--- src/rtl/dm_sram_axi_slave_pkg.sv ---
// Shared types and constants for the data-memory SRAM AXI responder.
package dm_sram_axi_slave_pkg;

    // Transaction FSM: one address phase is in service at a time.
    typedef enum logic [1:0] {
        ST_IDLE = 2'd0,
        ST_R    = 2'd1,
        ST_W    = 2'd2,
        ST_B    = 2'd3
    } state_e;

    // Class of the most recently granted transaction, used for round-robin.
    typedef enum logic {
        SRV_READ  = 1'b0,
        SRV_WRITE = 1'b1
    } serve_e;

    localparam logic [1:0] RESP_OKAY   = 2'b00;
    localparam logic [1:0] RESP_SLVERR = 2'b10;
    localparam logic [1:0] BURST_INCR  = 2'b01;
    localparam logic [2:0] SIZE_WORD   = 3'b010;

    // Map an error flag onto an AXI response code.
    function automatic logic [1:0] resp_of(input logic err);
        return err ? RESP_SLVERR : RESP_OKAY;
    endfunction

endpackage

--- src/rtl/dm_sram_axi_slave_if.sv ---
// AXI4 slave-side channel bundle for the data-memory SRAM responder.
interface dm_sram_axi_slave_if #(
    parameter int ID_W   = 8,
    parameter int ADDR_W = 32,
    parameter int DATA_W = 32,
    parameter int LEN_W  = 4
);

    // Write address channel
    logic [ID_W-1:0]     AWID_S;
    logic [ADDR_W-1:0]   AWADDR_S;
    logic [LEN_W-1:0]    AWLEN_S;
    logic [2:0]          AWSIZE_S;
    logic [1:0]          AWBURST_S;
    logic                AWVALID_S;
    logic                AWREADY_S;

    // Write data channel
    logic [DATA_W-1:0]   WDATA_S;
    logic [DATA_W/8-1:0] WSTRB_S;
    logic                WLAST_S;
    logic                WVALID_S;
    logic                WREADY_S;

    // Write response channel
    logic [ID_W-1:0]     BID_S;
    logic [1:0]          BRESP_S;
    logic                BVALID_S;
    logic                BREADY_S;

    // Read address channel
    logic [ID_W-1:0]     ARID_S;
    logic [ADDR_W-1:0]   ARADDR_S;
    logic [LEN_W-1:0]    ARLEN_S;
    logic [2:0]          ARSIZE_S;
    logic [1:0]          ARBURST_S;
    logic                ARVALID_S;
    logic                ARREADY_S;

    // Read data channel
    logic [ID_W-1:0]     RID_S;
    logic [DATA_W-1:0]   RDATA_S;
    logic [1:0]          RRESP_S;
    logic                RLAST_S;
    logic                RVALID_S;
    logic                RREADY_S;

    modport slave (
        input  AWID_S, AWADDR_S, AWLEN_S, AWSIZE_S, AWBURST_S, AWVALID_S,
        output AWREADY_S,
        input  WDATA_S, WSTRB_S, WLAST_S, WVALID_S,
        output WREADY_S,
        output BID_S, BRESP_S, BVALID_S,
        input  BREADY_S,
        input  ARID_S, ARADDR_S, ARLEN_S, ARSIZE_S, ARBURST_S, ARVALID_S,
        output ARREADY_S,
        output RID_S, RDATA_S, RRESP_S, RLAST_S, RVALID_S,
        input  RREADY_S
    );

    modport master (
        output AWID_S, AWADDR_S, AWLEN_S, AWSIZE_S, AWBURST_S, AWVALID_S,
        input  AWREADY_S,
        output WDATA_S, WSTRB_S, WLAST_S, WVALID_S,
        input  WREADY_S,
        input  BID_S, BRESP_S, BVALID_S,
        output BREADY_S,
        output ARID_S, ARADDR_S, ARLEN_S, ARSIZE_S, ARBURST_S, ARVALID_S,
        input  ARREADY_S,
        input  RID_S, RDATA_S, RRESP_S, RLAST_S, RVALID_S,
        output RREADY_S
    );

endinterface

--- src/rtl/dm_sram_axi_slave_wstrb2bweb.sv ---
// Expands AXI byte strobes into the SRAM per-bit write mask (low = write).
module dm_sram_wstrb2bweb #(
    parameter int DATA_W = 32
) (
    input  logic [DATA_W/8-1:0] wstrb,
    output logic [DATA_W-1:0]   bweb
);

    // Each strobe bit enables (drives low) the eight mask bits of its byte.
    always_comb begin
        bweb = '1;
        for (int unsigned i = 0; i < DATA_W / 8; i++) begin
            bweb[i*8 +: 8] = {8{~wstrb[i]}};
        end
    end

endmodule

--- src/rtl/dm_sram_axi_slave.sv ---
// AXI4 responder in front of the single-port data-memory SRAM macro.
// Serves single-beat/INCR writes and INCR read bursts one at a time,
// round-robin between reads and writes, with 1-cycle SRAM read latency.
// Optional build macro: DM_SLAVE_RESP_CHECK_EN (protocol checks -> SLVERR).
module dm_sram_axi_slave
    import dm_sram_axi_slave_pkg::*;
#(
    parameter int ID_W    = 8,
    parameter int ADDR_W  = 32,
    parameter int DATA_W  = 32,
    parameter int LEN_W   = 4,
    parameter int SRAM_AW = 14
) (
    input  logic                  ACLK,
    input  logic                  ARESETn,
    dm_sram_axi_slave_if.slave    axi,
    output logic                  CEB,
    output logic                  WEB,
    output logic [DATA_W-1:0]     BWEB,
    output logic [SRAM_AW-1:0]    A,
    output logic [DATA_W-1:0]     DI,
    input  logic [DATA_W-1:0]     DO
);

    state_e               state_q;
    state_e               state_d;
    serve_e               last_q;
    logic [ID_W-1:0]      id_q;
    logic [LEN_W-1:0]     len_q;
    logic [LEN_W-1:0]     beat_q;
    logic [SRAM_AW-1:0]   addr_q;

    logic                 grant_w;
    logic                 grant_r;
    logic                 aw_hs;
    logic                 ar_hs;
    logic                 r_acc;
    logic                 w_acc;
    logic                 last_beat;
    logic [SRAM_AW-1:0]   ar_word;
    logic [SRAM_AW-1:0]   aw_word;
    logic [DATA_W-1:0]    strb_mask;

    // Size, burst type, WLAST and upper address bits do not steer the default datapath.
    logic                 unused_sink;
    assign unused_sink = &{1'b0, axi.AWADDR_S, axi.ARADDR_S, axi.AWSIZE_S,
                           axi.AWBURST_S, axi.ARSIZE_S, axi.ARBURST_S, axi.WLAST_S};

    assign ar_word   = axi.ARADDR_S[SRAM_AW+1:2];
    assign aw_word   = axi.AWADDR_S[SRAM_AW+1:2];
    assign last_beat = (beat_q == len_q);

    dm_sram_wstrb2bweb #(
        .DATA_W (DATA_W)
    ) u_wstrb2bweb (
        .wstrb (axi.WSTRB_S),
        .bweb  (strb_mask)
    );

    // Round-robin grant: on contention, serve the class not served last.
    always_comb begin
        grant_w = axi.AWVALID_S & (~axi.ARVALID_S | (last_q == SRV_READ));
        grant_r = axi.ARVALID_S & (~axi.AWVALID_S | (last_q == SRV_WRITE));
    end

    // State register.
    always_ff @(posedge ACLK or negedge ARESETn) begin
        if (!ARESETn) begin
            state_q <= ST_IDLE;
        end else begin
            state_q <= state_d;
        end
    end

    // Next state, channel handshakes and SRAM port drive.
    always_comb begin
        state_d        = state_q;
        axi.AWREADY_S  = 1'b0;
        axi.ARREADY_S  = 1'b0;
        axi.WREADY_S   = 1'b0;
        axi.BVALID_S   = 1'b0;
        axi.RVALID_S   = 1'b0;
        axi.RLAST_S    = 1'b0;
        CEB            = 1'b1;
        WEB            = 1'b1;
        BWEB           = '1;
        A              = addr_q;
        DI             = '0;
        aw_hs          = 1'b0;
        ar_hs          = 1'b0;
        r_acc          = 1'b0;
        w_acc          = 1'b0;

        case (state_q)
            ST_IDLE: begin
                axi.AWREADY_S = grant_w;
                axi.ARREADY_S = grant_r;
                aw_hs         = grant_w;
                ar_hs         = grant_r;
                if (grant_r) begin
                    // First beat is fetched in the address cycle so data is ready on entry to R.
                    CEB     = 1'b0;
                    A       = ar_word;
                    state_d = ST_R;
                end else if (grant_w) begin
                    state_d = ST_W;
                end
            end

            ST_R: begin
                axi.RVALID_S = 1'b1;
                axi.RLAST_S  = last_beat;
                // While stalled the current word is re-read so DO stays stable.
                CEB          = 1'b0;
                if (axi.RREADY_S) begin
                    r_acc = 1'b1;
                    if (last_beat) begin
                        CEB     = 1'b1;
                        state_d = ST_IDLE;
                    end else begin
                        A = addr_q + 1'b1;
                    end
                end
            end

            ST_W: begin
                axi.WREADY_S = 1'b1;
                if (axi.WVALID_S) begin
                    w_acc = 1'b1;
                    CEB   = 1'b0;
                    WEB   = 1'b0;
                    BWEB  = strb_mask;
                    DI    = axi.WDATA_S;
                    if (last_beat) begin
                        state_d = ST_B;
                    end
                end
            end

            ST_B: begin
                axi.BVALID_S = 1'b1;
                if (axi.BREADY_S) begin
                    state_d = ST_IDLE;
                end
            end

            default: begin
                state_d = ST_IDLE;
            end
        endcase
    end

    // Transaction context: ID, length, word address, beat count, last-served class.
    always_ff @(posedge ACLK or negedge ARESETn) begin
        if (!ARESETn) begin
            last_q <= SRV_READ;
            id_q   <= '0;
            len_q  <= '0;
            beat_q <= '0;
            addr_q <= '0;
        end else if (ar_hs) begin
            last_q <= SRV_READ;
            id_q   <= axi.ARID_S;
            len_q  <= axi.ARLEN_S;
            beat_q <= '0;
            addr_q <= ar_word;
        end else if (aw_hs) begin
            last_q <= SRV_WRITE;
            id_q   <= axi.AWID_S;
            len_q  <= axi.AWLEN_S;
            beat_q <= '0;
            addr_q <= aw_word;
        end else if (r_acc || w_acc) begin
            beat_q <= beat_q + 1'b1;
            addr_q <= addr_q + 1'b1;
        end
    end

    assign axi.BID_S   = id_q;
    assign axi.RID_S   = id_q;
    assign axi.RDATA_S = DO;

`ifdef DM_SLAVE_RESP_CHECK_EN
    logic err_q;
    logic ar_bad;
    logic aw_bad;
    logic wlast_bad;

    // Protocol checks on the address phase and on each accepted write beat.
    always_comb begin
        ar_bad    = (axi.ARBURST_S != BURST_INCR) || (axi.ARSIZE_S != SIZE_WORD);
        aw_bad    = (axi.AWBURST_S != BURST_INCR) || (axi.AWSIZE_S != SIZE_WORD);
        wlast_bad = w_acc && (axi.WLAST_S != last_beat);
    end

    // Error flag is sticky for the life of a transaction and re-armed at each address phase.
    always_ff @(posedge ACLK or negedge ARESETn) begin
        if (!ARESETn) begin
            err_q <= 1'b0;
        end else if (ar_hs) begin
            err_q <= ar_bad;
        end else if (aw_hs) begin
            err_q <= aw_bad;
        end else if (wlast_bad) begin
            err_q <= 1'b1;
        end
    end

    assign axi.BRESP_S = resp_of(err_q);
    assign axi.RRESP_S = resp_of(err_q);
`else
    assign axi.BRESP_S = RESP_OKAY;
    assign axi.RRESP_S = RESP_OKAY;
`endif

endmodule
--- src/flat_wrapper.sv ---
// flat-port wrapper written by rule: the top's interface ports become plain ports
module dm_sram_axi_slave_flat import dm_sram_axi_slave_pkg::*;
#(
    parameter int ID_W    = 8,
    parameter int ADDR_W  = 32,
    parameter int DATA_W  = 32,
    parameter int LEN_W   = 4,
    parameter int SRAM_AW = 14
)
  (ACLK, ARESETn, CEB, WEB, BWEB, A, DI, DO, axi_AWID_S, axi_AWADDR_S, axi_AWLEN_S, axi_AWSIZE_S, axi_AWBURST_S, axi_AWVALID_S, axi_AWREADY_S, axi_WDATA_S, axi_WSTRB_S, axi_WLAST_S, axi_WVALID_S, axi_WREADY_S, axi_BID_S, axi_BRESP_S, axi_BVALID_S, axi_BREADY_S, axi_ARID_S, axi_ARADDR_S, axi_ARLEN_S, axi_ARSIZE_S, axi_ARBURST_S, axi_ARVALID_S, axi_ARREADY_S, axi_RID_S, axi_RDATA_S, axi_RRESP_S, axi_RLAST_S, axi_RVALID_S, axi_RREADY_S);
  dm_sram_axi_slave_if #(.ID_W(ID_W), .ADDR_W(ADDR_W), .DATA_W(DATA_W), .LEN_W(LEN_W)) axi_i ();
  input  logic ACLK;
  input  logic ARESETn;
  output logic CEB;
  output logic WEB;
  output logic [DATA_W-1:0] BWEB;
  output logic [SRAM_AW-1:0] A;
  output logic [DATA_W-1:0] DI;
  input  logic [DATA_W-1:0] DO;
  input wire logic [$bits(axi_i.AWID_S)-1:0] axi_AWID_S;
  input wire logic [$bits(axi_i.AWADDR_S)-1:0] axi_AWADDR_S;
  input wire logic [$bits(axi_i.AWLEN_S)-1:0] axi_AWLEN_S;
  input wire logic [$bits(axi_i.AWSIZE_S)-1:0] axi_AWSIZE_S;
  input wire logic [$bits(axi_i.AWBURST_S)-1:0] axi_AWBURST_S;
  input wire logic [$bits(axi_i.AWVALID_S)-1:0] axi_AWVALID_S;
  output wire logic [$bits(axi_i.AWREADY_S)-1:0] axi_AWREADY_S;
  input wire logic [$bits(axi_i.WDATA_S)-1:0] axi_WDATA_S;
  input wire logic [$bits(axi_i.WSTRB_S)-1:0] axi_WSTRB_S;
  input wire logic [$bits(axi_i.WLAST_S)-1:0] axi_WLAST_S;
  input wire logic [$bits(axi_i.WVALID_S)-1:0] axi_WVALID_S;
  output wire logic [$bits(axi_i.WREADY_S)-1:0] axi_WREADY_S;
  output wire logic [$bits(axi_i.BID_S)-1:0] axi_BID_S;
  output wire logic [$bits(axi_i.BRESP_S)-1:0] axi_BRESP_S;
  output wire logic [$bits(axi_i.BVALID_S)-1:0] axi_BVALID_S;
  input wire logic [$bits(axi_i.BREADY_S)-1:0] axi_BREADY_S;
  input wire logic [$bits(axi_i.ARID_S)-1:0] axi_ARID_S;
  input wire logic [$bits(axi_i.ARADDR_S)-1:0] axi_ARADDR_S;
  input wire logic [$bits(axi_i.ARLEN_S)-1:0] axi_ARLEN_S;
  input wire logic [$bits(axi_i.ARSIZE_S)-1:0] axi_ARSIZE_S;
  input wire logic [$bits(axi_i.ARBURST_S)-1:0] axi_ARBURST_S;
  input wire logic [$bits(axi_i.ARVALID_S)-1:0] axi_ARVALID_S;
  output wire logic [$bits(axi_i.ARREADY_S)-1:0] axi_ARREADY_S;
  output wire logic [$bits(axi_i.RID_S)-1:0] axi_RID_S;
  output wire logic [$bits(axi_i.RDATA_S)-1:0] axi_RDATA_S;
  output wire logic [$bits(axi_i.RRESP_S)-1:0] axi_RRESP_S;
  output wire logic [$bits(axi_i.RLAST_S)-1:0] axi_RLAST_S;
  output wire logic [$bits(axi_i.RVALID_S)-1:0] axi_RVALID_S;
  input wire logic [$bits(axi_i.RREADY_S)-1:0] axi_RREADY_S;
  assign axi_i.AWID_S = axi_AWID_S;
  assign axi_i.AWADDR_S = axi_AWADDR_S;
  assign axi_i.AWLEN_S = axi_AWLEN_S;
  assign axi_i.AWSIZE_S = axi_AWSIZE_S;
  assign axi_i.AWBURST_S = axi_AWBURST_S;
  assign axi_i.AWVALID_S = axi_AWVALID_S;
  assign axi_AWREADY_S = axi_i.AWREADY_S;
  assign axi_i.WDATA_S = axi_WDATA_S;
  assign axi_i.WSTRB_S = axi_WSTRB_S;
  assign axi_i.WLAST_S = axi_WLAST_S;
  assign axi_i.WVALID_S = axi_WVALID_S;
  assign axi_WREADY_S = axi_i.WREADY_S;
  assign axi_BID_S = axi_i.BID_S;
  assign axi_BRESP_S = axi_i.BRESP_S;
  assign axi_BVALID_S = axi_i.BVALID_S;
  assign axi_i.BREADY_S = axi_BREADY_S;
  assign axi_i.ARID_S = axi_ARID_S;
  assign axi_i.ARADDR_S = axi_ARADDR_S;
  assign axi_i.ARLEN_S = axi_ARLEN_S;
  assign axi_i.ARSIZE_S = axi_ARSIZE_S;
  assign axi_i.ARBURST_S = axi_ARBURST_S;
  assign axi_i.ARVALID_S = axi_ARVALID_S;
  assign axi_ARREADY_S = axi_i.ARREADY_S;
  assign axi_RID_S = axi_i.RID_S;
  assign axi_RDATA_S = axi_i.RDATA_S;
  assign axi_RRESP_S = axi_i.RRESP_S;
  assign axi_RLAST_S = axi_i.RLAST_S;
  assign axi_RVALID_S = axi_i.RVALID_S;
  assign axi_i.RREADY_S = axi_RREADY_S;
  dm_sram_axi_slave #(.ID_W(ID_W), .ADDR_W(ADDR_W), .DATA_W(DATA_W), .LEN_W(LEN_W), .SRAM_AW(SRAM_AW)) u_core (.ACLK(ACLK), .ARESETn(ARESETn), .axi(axi_i), .CEB(CEB), .WEB(WEB), .BWEB(BWEB), .A(A), .DI(DI), .DO(DO));
endmodule
--- config.mk ---
export PLATFORM = sky130hd
export DESIGN_NAME = dm_sram_axi_slave_flat
export DESIGN_NICKNAME = d
export VERILOG_FILES = /design/src/rtl/dm_sram_axi_slave_pkg.sv /design/src/rtl/dm_sram_axi_slave_if.sv /design/src/rtl/dm_sram_axi_slave_wstrb2bweb.sv /design/src/rtl/dm_sram_axi_slave.sv /design/src/flat_wrapper.sv
export SDC_FILE = /design/constraint.sdc
export NUM_CORES = 1
export LEC_CHECK = 0
export ABC_AREA = 1
export ABC_CLOCK_PERIOD_IN_PS = 4000
export BUFFER_PORTS_ARGS = -buffer_cell sky130_fd_sc_hd__buf_2
export CAP_MARGIN = 0
export CORE_ASPECT_RATIO = 0.9
export CORE_MARGIN = 5
export CORE_UTILIZATION = 25
export DETAILED_ROUTE_END_ITERATION = 6
export HOLD_SLACK_MARGIN = 0.12
export PLACE_DENSITY_LB_ADDON = 0.15
export SYNTH_ARGS = -nofsm -noshare
export SYNTH_HDL_FRONTEND = slang
export SYNTH_SLANG_ARGS = --single-unit
--- constraint.sdc ---
create_clock -name ACLK -period 4 [get_ports ACLK]
set_input_delay 0.2 -clock ACLK [delete_from_list [all_inputs] [get_ports ACLK]]
set_output_delay 0.2 -clock ACLK [all_outputs]
set_load 0.01 [all_outputs]
==> results of run 1 <==
==> final cells by class <==
type                       count  area (µm²)
tap                          193       241.5
sequential                    33       825.8
multi-input combinational    407        1851
timing repair buffer         199        1006
fill                        1585        9656
clock inverter                 3       46.29
inverter                      53       202.7
clock buffer                   5       125.1
==> cell families (layout without fill, tap and decap cells) <==
group,Yosys count,in the layout,share of synthesized area [%]
flip-flops,33,33,23.28
XOR/XNOR,2,2,0.4939
buffers and inverters,149,260,24.87
AND/OR/NAND/NOR,344,344,41.73
AO/OA/AOI/OAI,55,55,8.818
adder cells (fa/ha/maj),2,2,0.7054
other,1,4,0.1057
==> stage by stage <==
| stage | total power, W | util (%) |
|---|---|---|
| floorplan | 0.002289 | - |
| global placement | 0.002826 | 29.50 |
| detailed placement | 0.002849 | 29.50 |
| CTS | 0.003330 | 30.80 |
| global route | 0.003619 | 30.80 |
| finish | 0.003272 | 30.80 |
==> cells in the final DEF (no fill, tap or decap) <==
cell and count:
or2_2 7, o21ai_0 10, xnor2_1 1, dlygate4sd3_1 1, clkinv_1 1, nand3_1 48
clkinvlp_4 1, a211oi_1 4, dfrtp_1 33, clkbuf_16 5, nor3_1 22, o21ai_1 1
inv_1 46, a31oi_1 5, a21oi_1 27, inv_2 4, a21boi_0 1, nor2_1 102
o211ai_1 3, nand2_1 148, nand2_4 3, bufinv_16 1, clkinv_4 1, clkinv_2 1
o2111ai_1 1, a21boi_1 1, inv_4 1, nand4_1 3, nor2_4 4, o21bai_1 2
nand3_2 1, xor2_1 1, buf_2 196, ha_1 2, buf_4 2, nand2_2 3
conb_1 4, or2_1 1, nand3b_1 2
==> path summary, 6_finish.rpt <==
| check | from | endpoint | slack [ps] | cells past startpoint |
|---|---|---|---|---|
| worst max-delay path | u_core.beat_q[0] | A[6] | 1240 | 10 |
| worst min-delay path | axi_ARID_S[2] | u_core.axi.BID_S[2] | 190 | 3 |
| worst max register to register | u_core.state_q[1] | u_core.beat_q[2] | 1450 | 9 |
| worst min register to register | u_core.last_q | u_core.last_q | 510 | 2 |
| max in group asynchronous | ARESETn | u_core.axi.BID_S[6] | 2910 | 2 |
| min in group asynchronous | ARESETn | u_core.addr_q[13] | 560 | 2 |
==> repair_timing <==
| action | 4_1_cts | 5_1_grt |
|---|---|---|
| setup buffers | 0 | 0 |
| hold endpoints to repair | 33 | 0 |
| hold buffers | 1 | 0 |
| resized for setup | 0 | 0 |
==> per-layer routing <==
layer	up-vias	global-route usage, %	part of all wire, %
li1	1998	-	-
met1	1789	18.41	42
met2	132	25.16	50
met3	22	2.604	6.2
met4	2	3.589	1.3
met5	-	0	0.088
==> critical path: stages, from the launching register on <==
cell	delay [ps]
dfrtp_1	420
inv_1	80
nand2_1	60
nand2_1	40
nor2_1	100
nand2_1	200
nand2_1	440
clkinv_1	440
nand3_1	200
nand3_1	120
buf_2	160
==> registers in the layout (all words and copies together), names as in the netlist <==
name,cells
u_core.addr_q,14
u_core.len_q,4
u_core.axi.BID_S,8
u_core.beat_q,4
u_core.last_q,1
u_core.state_q,2
==> synth_stat cells, types with 2 or more instances <==
library cell	number	area (µm²)
nand2_1	148	555.5
nor2_1	102	382.9
buf_4	76	570.6
nand3_1	48	240.2
inv_1	46	172.7
dfrtp_1	33	825.8
a21oi_1	27	135.1
nor3_1	22	110.1
o21ai_0	10	50.05
buf_2	9	45.04
clkbuf_1	8	30.03
or2_2	7	43.79
a31oi_1	5	31.28
a211oi_1	4	30.03
inv_2	4	15.01
nor2_4	4	45.04
buf_6	3	33.78
nand2_2	3	18.77
nand2_4	3	33.78
nand4_1	3	18.77
o211ai_1	3	22.52
ha_1	2	25.02
nand3b_1	2	15.01
o21bai_1	2	15.01
==> power breakdown <==
part | leakage (nW) | switching, W | internal, W
Sequential | 0.375 | 0.000216 | 0.000499
Combinational | 1.91 | 0.00134 | 0.000747
Clock | 0.0800 | 0.000171 | 0.000295
Total | 2.37 | 0.00173 | 0.00154
==> impl_metrics.py, run 1 <==
metrics = {
    "placement": {
        "detailed_place.area_um2": 4116,
        "dpl_worst_slack_ps": 1428,
        "place.detailed.hpwl_mm": 9.625,
        "post-place-cells": 884,
        "gp_congestion": 0.8420,
        "placement.io_buffers": 196,
    },
    "route": {
        "total_wire_length_after_detailed_routing_mm": 12.56,
        "drtPass1Iterations": 4,
        "drcViolationCount": 0,
        "detailedRoute.firstIterationViolations": 233,
        "ant_nets": 0,
        "num_vias": 3943,
        "post_drt_via_cell_ratio": 4.415,
        "post_drt_wl_per_cell_um": 14.06,
    },
    "global_routing": {
        "grt.overflow.total": 0,
        "grt_pass1_wl_mm": 19.18,
        "antenna_found_initial": 1,
        "vias_in_the_first_global_route": 3725,
        "track_usage_pct": 14.38,
        "pin_count_of_the_biggest_net_entering_global_routing": 41,
    },
    "floorplan": {
        "number_of_cell_rows": 41,
        "die_height_um": 123.0,
        "die_area_um2": 16670,
        "dieWidth_um": 135.6,
        "initial_utilization_pct": 25.42,
        "coreArea_um2": 13950,
        "boundaryPins": 312,
    },
    "timing": {
        "count_of_final_max_slew_check_failures": 0,
        "fmax_mhz": 362.9,
        "total_negative_setup_slacks_ps": 0,
        "headroom_to_the_max_slew_limit_pct": 44.18,
        "report.final.setup_viol": 0,
        "timing.hold.ws_ps": 186.8,
        "final_min_period_over_clock_period_pct": 68.89,
        "finalCriticalPeriod_ps": 2756,
        "worst_slew_pin_slew_ps": 837.2,
        "timing.clock.skew_ps": 7.440,
        "setup_ws_ps": 1244,
        "rsz_0062_raised_after_global_routing": "no",
        "finalHoldViolCount": 0,
    },
    "clock_tree": {
        "tritoncts": "done",
        "cts.root.buffer_cell": "clkbuf_16",
        "h-tree-depth": 2,
        "clock_latency_ps": 280,
        "number_of_buffers_on_the_longest_clock_path": 2,
        "path_clk_slew_ps": 60,
        "clock-sinks": 33,
        "cts_bufs_inserted": 5,
    },
    "hold_path": {
        "holdCritPathClass": "primary input to register",
    },
    "power": {
        "vdd_ir_drop_max_v": 0.0002499,
        "p_leak_nw": 2.369,
        "power_density_nw_per_um2": 761.4,
    },
    "run": {
        "timing.max_cap.violations": 0,
    },
    "outcome": {
        "run_status": "complete, no violations",
    },
    "critical_path": {
        "path_class": "register to primary output",
        "end_kind": "primary output",
        "critical_path_required_ps": 3800,
        "cp-start-kind": "register",
        "crit_arrival_ps": 2560,
        "critPathMaxFanout": 13,
    },
    "layout": {
        "nets": 875,
        "layout_cell_area_excl_fill_um2": 4298,
        "p_r_area_growth_vs_syn_pct": 21.16,
        "antenna-diode-count": 0,
        "final_layout_size_suffix_gt1_share_pct": 32.86,
        "post_layout_nonfiller_instances": 893,
    },
    "yosys": {
        "yosys_warnings": 0,
        "synth.avg_cell_area_um2": 6.053,
        "mappedNetlistArea_um2": 3547,
        "post_synth_inst_count": 586,
        "synth_cell_types": 36,
        "postSynth.asyncResetShare_pct": 100.0,
        "synth_edf_count": 0,
        "synth-seq-cells": 33,
        "synth-main-ff-cell": "dfrtp_1",
        "synth_seq_area_share_pct": 23.28,
    },
}
No activity file was read; power rests on OpenSTA's default activity.
==> run 2: changes to the inputs <==
ABC_AREA = 0   (was 1)
ABC_CLOCK_PERIOD_IN_PS = 2450   (was 4000)
clock period = 2.45 ns   (was 4 ns; I/O delays follow)
==> run 2 against run 1 <==
Against the previous run:
- combinational power rose by 78%
- sequential share of layout area decreased by 1.8 points
- cell count down 12%
- core utilization increased by 4.8 points
==> impl_metrics.py, run 2 <==
metrics = {
    "outcome": {
        "run_status": "complete, no violations",
    },
    "route": {
        "drtPass1Iterations": 5,
        "total_wire_length_after_detailed_routing_mm": 13.46,
        "drcViolationCount": 0,
        "num_vias": 3768,
        "post_drt_via_cell_ratio": 4.770,
        "detailedRoute.firstIterationViolations": 191,
        "post_drt_wl_per_cell_um": 17.04,
        "ant_nets": 0,
    },
    "power": {
        "power.switching_w": 0.002648,
        "p_leak_nw": 2.307,
        "internal_power_w": 0.003026,
        "seq_power_share_pct": 21.1,
        "power_density_nw_per_um2": 1194,
        "power.total_w": 0.005675,
        "share_comb_of_total_power_pct": 65.4,
        "sw_frac_of_total_pct": 46.67,
        "vdd_ir_drop_max_v": 0.0003868,
        "clockPowerShare_pct": 13.5,
    },
    "timing": {
        "count_of_final_max_slew_check_failures": 0,
        "finalCriticalPeriod_ps": 2285,
        "timing.hold.ws_ps": 127.2,
        "finalHoldViolCount": 0,
        "report.final.setup_viol": 0,
        "worst_slew_pin_slew_ps": 849.0,
        "timing.clock.skew_ps": 6.395,
        "final_min_period_over_clock_period_pct": 93.27,
        "headroom_to_the_max_slew_limit_pct": 43.40,
        "fmax_mhz": 437.6,
    },
    "critical_path": {
        "end_kind": "register",
        "path_class": "register to register",
        "critPathMaxFanout": 12,
        "worst_r2r_endpoint": "u_core.addr_q[0]",
        "critical_path_required_ps": 2680,
        "reg2reg_slack_ps": 160,
        "cp-start-kind": "register",
        "critical_path.reg2reg.startpoint": "u_core.state_q[0]",
        "reg2reg_depth": 8,
        "crit_arrival_ps": 2510,
    },
    "layout": {
        "mostFrequentLayoutCell": "buf_2",
        "max_flop_register": "u_core.addr_q",
        "nets": 797,
        "layout_cell_area_excl_fill_um2": 4753,
        "fill_cells": 1446,
        "p_r_area_growth_vs_syn_pct": 39.72,
        "final_core_utilization_pct": 35.57,
        "antenna-diode-count": 0,
        "largest_reg_flops": 14,
        "final_layout_size_suffix_gt1_share_pct": 41.64,
        "commonest_cells_after_routing_fill_and_taps_aside": "buf_2, nand2_1, nor2_1",
    },
    "global_routing": {
        "grt_pass1_wl_mm": 20.98,
        "track_usage_pct": 16.14,
        "pin_count_of_the_biggest_net_entering_global_routing": 38,
        "antenna_found_initial": 0,
        "grt.overflow.total": 0,
        "vias_in_the_first_global_route": 3895,
    },
    "floorplan": {
        "die_height_um": 120.7,
        "coreArea_um2": 13360,
        "dieWidth_um": 133.0,
        "boundaryPins": 312,
        "initial_utilization_pct": 25.46,
        "number_of_cell_rows": 40,
        "die_area_um2": 16040,
    },
    "hold_path": {
        "holdCritPathClass": "primary input to register",
        "hp-start": "axi_AWADDR_S[13]",
        "holdPathEnd": "u_core.addr_q[11]",
        "min_path_cells": 3,
    },
    "yosys": {
        "mappedNetlistArea_um2": 3402,
        "post_synth_main_area_contributors": "dfrtp_1, buf_4, nand2_1, and2_1, nor2_1",
        "synth-adder-area-share_pct": 0.7356,
        "combinational_family_with_the_most_area_after_synthesis": "simple AND/OR/NAND/NOR gates",
        "yosys_warnings": 0,
        "complex_gate_fraction_of_the_synthesized_area_pct": 24.13,
        "synth_seq_area_share_pct": 24.27,
        "synth_top_area_share_pct": 24.27,
        "synth_edf_count": 0,
        "post_synth_inst_count": 448,
        "synth-seq-cells": 33,
        "synth_common_cells": "buf_4, nand2_1, nor2_1",
        "postSynth.asyncResetShare_pct": 100.0,
        "synth-xor-area-share_pct": 3.788,
        "yosysMostFrequentCell": "buf_4",
        "synth.avg_cell_area_um2": 7.594,
        "synth.largest_area_cell": "dfrtp_1",
        "share_of_cell_area_taken_by_muxes_after_synthesis_pct": 1.214,
        "synth_cell_types": 71,
        "synth-main-ff-cell": "dfrtp_1",
        "synth_simple_gate_area_share_pct": 24.46,
    },
    "clock_tree": {
        "tritoncts": "done",
        "cts.root.buffer_cell": "clkbuf_16",
        "clock_latency_ps": 290,
        "cts_bufs_inserted": 5,
        "h-tree-depth": 2,
        "path_clk_slew_ps": 60,
        "number_of_buffers_on_the_longest_clock_path": 2,
        "clock-sinks": 33,
    },
    "placement": {
        "detailed_place.area_um2": 4163,
        "gp_congestion": 0.8301,
        "placement.io_buffers": 196,
        "place.detailed.hpwl_mm": 10.37,
    },
    "run": {
        "timing.max_cap.violations": 0,
    },
}
run 2: metrics by stage:
step | setup slack [ps] | instances | TNS [ps]
2_1_floorplan | 679.9 | 451 | 0
3_3_place_gp | 342.7 | 744 | 0
3_5_place_dp | 345.0 | 744 | 0
4_1_cts | 46.10 | 788 | 0
5_1_grt | -4.897 | 790 | -4.897
6_report | 164.9 | 790 | 0
run 2: power groups by stage:
stage | registers, W | clock network, W | logic, W
finish | 0.00120 | 0.000764 | 0.00371
CTS | 0.00118 | 0.000790 | 0.00367
global placement | 0.00118 | 0 | 0.00339
detailed placement | 0.00118 | 0 | 0.00340
floorplan | 0.00106 | 0 | 0.00239
global route | 0.00125 | 0.000802 | 0.00409
run 2: area by class of cell:
class / instances / area (µm²) / area share, %
repair buffers: 264 / 1607 / 33.80
clock inverters: 2 / 37.54 / 0.7897
inverters: 12 / 45.04 / 0.9476
clock buffers: 6 / 138.9 / 2.922
flip-flops and latches: 33 / 828.3 / 17.43
well taps: 168 / 210.2 / 4.422
multi-input cells: 305 / 1887 / 39.69
run 2: worst max-delay path, cell delays in order, from the launching register on:
cell and delay (ps):
dfrtp_2 490, buf_4 230, and3b_2 290, a21oi_2 170, buf_12 150, xnor2_1 120, nand2_1 70, a31oi_1 160
dlygate4sd3_1 550
run 2: what timing repair did:
| action | CTS | global route |
|---|---|---|
| setup endpoints to repair | 0 | 40 |
| resized for setup | 0 | 6 |
| setup buffers | 0 | 2 |
| hold buffers | 36 | 0 |
| hold endpoints to repair | 55 | 0 |
run 2: cell families after synthesis:
kind of cell | Yosys count
AOI/OAI and AO/OA | 112
buffers and inverters | 113
adders and majority gates | 2
other | 1
and+or+nand+nor | 170
xor gates and xnor gates | 13
DFF | 33
muxes | 4
run 2: worst max path at each step:
stage	start	endpoint	slack, ps	cells after the start
after floorplan	u_core.addr_q[1]	A[12]	680	6
after global placement	u_core.state_q[0]	u_core.addr_q[7]	340	6
after detailed placement	u_core.state_q[0]	u_core.addr_q[7]	350	6
after CTS	u_core.state_q[0]	u_core.addr_q[0]	50	8
after global routing	u_core.state_q[0]	A[3]	-5	8
final	u_core.state_q[0]	u_core.addr_q[0]	160	8
run 2: per-layer routing:
metal  GRT usage (%)  vias up  share of wire (%)
li1                -     1850                  -
met1           21.74     1760                 44
met2           26.71      131                 49
met3           3.120       27                5.7
met4           3.766        0                1.3
met5               0        -                  0
==> run 3: changes to the inputs <==
CTS_BUF_LIST = sky130_fd_sc_hd__clkbuf_16   (was unset)
==> run 3 against run 2 <==
Against the previous run:
- cell area decreased by 0.21%
- sequential power barely moved
- maximum frequency barely moved
- global-route usage unchanged
- wire length is essentially flat
- non-clock buffer count did not move
- via count rose by 0.19%
- flip-flop and latch count unchanged
- sequential share of layout area is essentially flat
- core utilization down 0.075 points
- critical path depth is the same
- critical path type unchanged
==> impl_metrics.py, run 3 (same netlist as run 2, synthesis figures left out) <==
metrics = {
    "outcome": {
        "run_status": "complete, no violations",
    },
    "hold_path": {
        "min_path_cells": 3,
        "hp-start": "axi_AWADDR_S[13]",
        "holdPathEnd": "u_core.addr_q[11]",
        "holdCritPathClass": "primary input to register",
    },
    "layout": {
        "largest_reg_flops": 14,
        "mostFrequentLayoutCell": "buf_2",
        "final_layout_size_suffix_gt1_share_pct": 41.48,
        "max_flop_register": "u_core.addr_q",
        "antenna-diode-count": 0,
        "fill_cells": 1447,
        "commonest_cells_after_routing_fill_and_taps_aside": "buf_2, nand2_1, nor2_1",
        "p_r_area_growth_vs_syn_pct": 39.43,
        "nets": 797,
        "layout_cell_area_excl_fill_um2": 4743,
        "final_core_utilization_pct": 35.50,
    },
    "timing": {
        "total_negative_setup_slacks_ps": 0,
        "finalCriticalPeriod_ps": 2286,
        "report.final.setup_viol": 0,
        "headroom_to_the_max_slew_limit_pct": 42.96,
        "worst_slew_pin_slew_ps": 855.6,
        "timing.clock.skew_ps": 7.064,
        "count_of_final_max_slew_check_failures": 0,
        "timing.hold.ws_ps": 135.2,
        "finalHoldViolCount": 0,
        "final_min_period_over_clock_period_pct": 93.29,
        "fmax_mhz": 437.5,
    },
    "floorplan": {
        "die_area_um2": 16040,
        "boundaryPins": 312,
        "number_of_cell_rows": 40,
        "dieWidth_um": 133.0,
        "die_height_um": 120.7,
        "coreArea_um2": 13360,
        "initial_utilization_pct": 25.46,
    },
    "critical_path": {
        "reg2reg_depth": 8,
        "critPathMaxFanout": 12,
        "crit_arrival_ps": 2510,
        "crit_path_start": "u_core.state_q[0]",
        "worst_r2r_endpoint": "u_core.addr_q[0]",
        "critical_path_required_ps": 2680,
        "cp-start-kind": "register",
        "reg2reg_slack_ps": 160,
        "critical_path.reg2reg.startpoint": "u_core.state_q[0]",
        "end_kind": "register",
        "path_class": "register to register",
    },
    "route": {
        "post_drt_wl_per_cell_um": 17.05,
        "drtPass1Iterations": 5,
        "total_wire_length_after_detailed_routing_mm": 13.47,
        "post_drt_via_cell_ratio": 4.778,
        "num_vias": 3775,
        "drcViolationCount": 0,
        "detailedRoute.firstIterationViolations": 196,
        "ant_nets": 0,
    },
    "power": {
        "power.total_w": 0.005642,
        "p_leak_nw": 2.301,
        "power_density_nw_per_um2": 1189,
        "vdd_ir_drop_max_v": 0.0003855,
    },
    "clock_tree": {
        "h-tree-depth": 2,
        "clock_latency_ps": 290,
        "path_clk_slew_ps": 60,
        "clock-sinks": 33,
        "cts.root.buffer_cell": "clkbuf_16",
        "tritoncts": "done",
        "cts_bufs_inserted": 5,
        "number_of_buffers_on_the_longest_clock_path": 2,
    },
    "placement": {
        "detailed_place.area_um2": 4163,
        "gp_congestion": 0.8301,
        "placement.io_buffers": 196,
        "place.detailed.hpwl_mm": 10.37,
    },
    "global_routing": {
        "vias_in_the_first_global_route": 3895,
        "track_usage_pct": 16.14,
        "antenna_found_initial": 0,
        "grt.overflow.total": 0,
        "grt_pass1_wl_mm": 20.98,
        "pin_count_of_the_biggest_net_entering_global_routing": 38,
    },
    "run": {
        "timing.max_cap.violations": 0,
    },
}
run 3: critical path, stage by stage, from the launching register on:
cell and delay (ps):
dfrtp_2 490, buf_4 230, and3b_2 290, a21oi_2 170
buf_12 150, xnor2_1 110, nand2_1 70, a31oi_1 160
dlygate4sd3_1 550
run 3: how the worst max path moves through the flow:
| stage | endpoint | slack, ps | depth (start not counted) |
|---|---|---|---|
| after floorplan | A[12] | 680 | 6 |
| after global placement | u_core.addr_q[7] | 340 | 6 |
| after detailed placement | u_core.addr_q[7] | 350 | 6 |
| after CTS | u_core.addr_q[0] | 50 | 8 |
| after global routing | A[3] | -5 | 8 |
| final | u_core.addr_q[0] | 160 | 8 |
run 3: repair_timing:
action	in CTS	in global routing
resized for setup	0	6
setup buffers	0	2
hold endpoints to repair	55	0
setup endpoints to repair	0	40
hold buffers	36	0
run 3: metrics by stage:
step | std cells | setup WS, ps
finish | 790 | 164.5
global route | 790 | -4.897
CTS | 788 | 46.10
detailed placement | 744 | 345.0
global placement | 744 | 342.7
floorplan | 451 | 679.9
run 3: cell type report:
class / count / area [µm²] / share of cell area [%]
Inverter: 12 / 45.04 / 0.9496
Tap cell: 168 / 210.2 / 4.432
Multi-Input combinational cell: 305 / 1887 / 39.78
Timing Repair Buffer: 264 / 1607 / 33.87
Clock inverter: 3 / 41.29 / 0.8705
Sequential cell: 33 / 828.3 / 17.46
Clock buffer: 5 / 125.1 / 2.638
run 3: power breakdown:
group	switching (W)	leakage (nW)	total [W]	internal, W
Sequential	0.000377	0.391	0.00120	0.000823
Combinational	0.00201	1.83	0.00371	0.00170
Clock	0.000257	0.0775	0.000734	0.000476
Total	0.00265	2.30	0.00564	0.00299
run 3: metal layers:
metal	share of wire, %	track usage (%)
met1	45	21.74
met2	49	26.71
met3	5.5	3.120
met4	1.3	3.766
met5	0	0
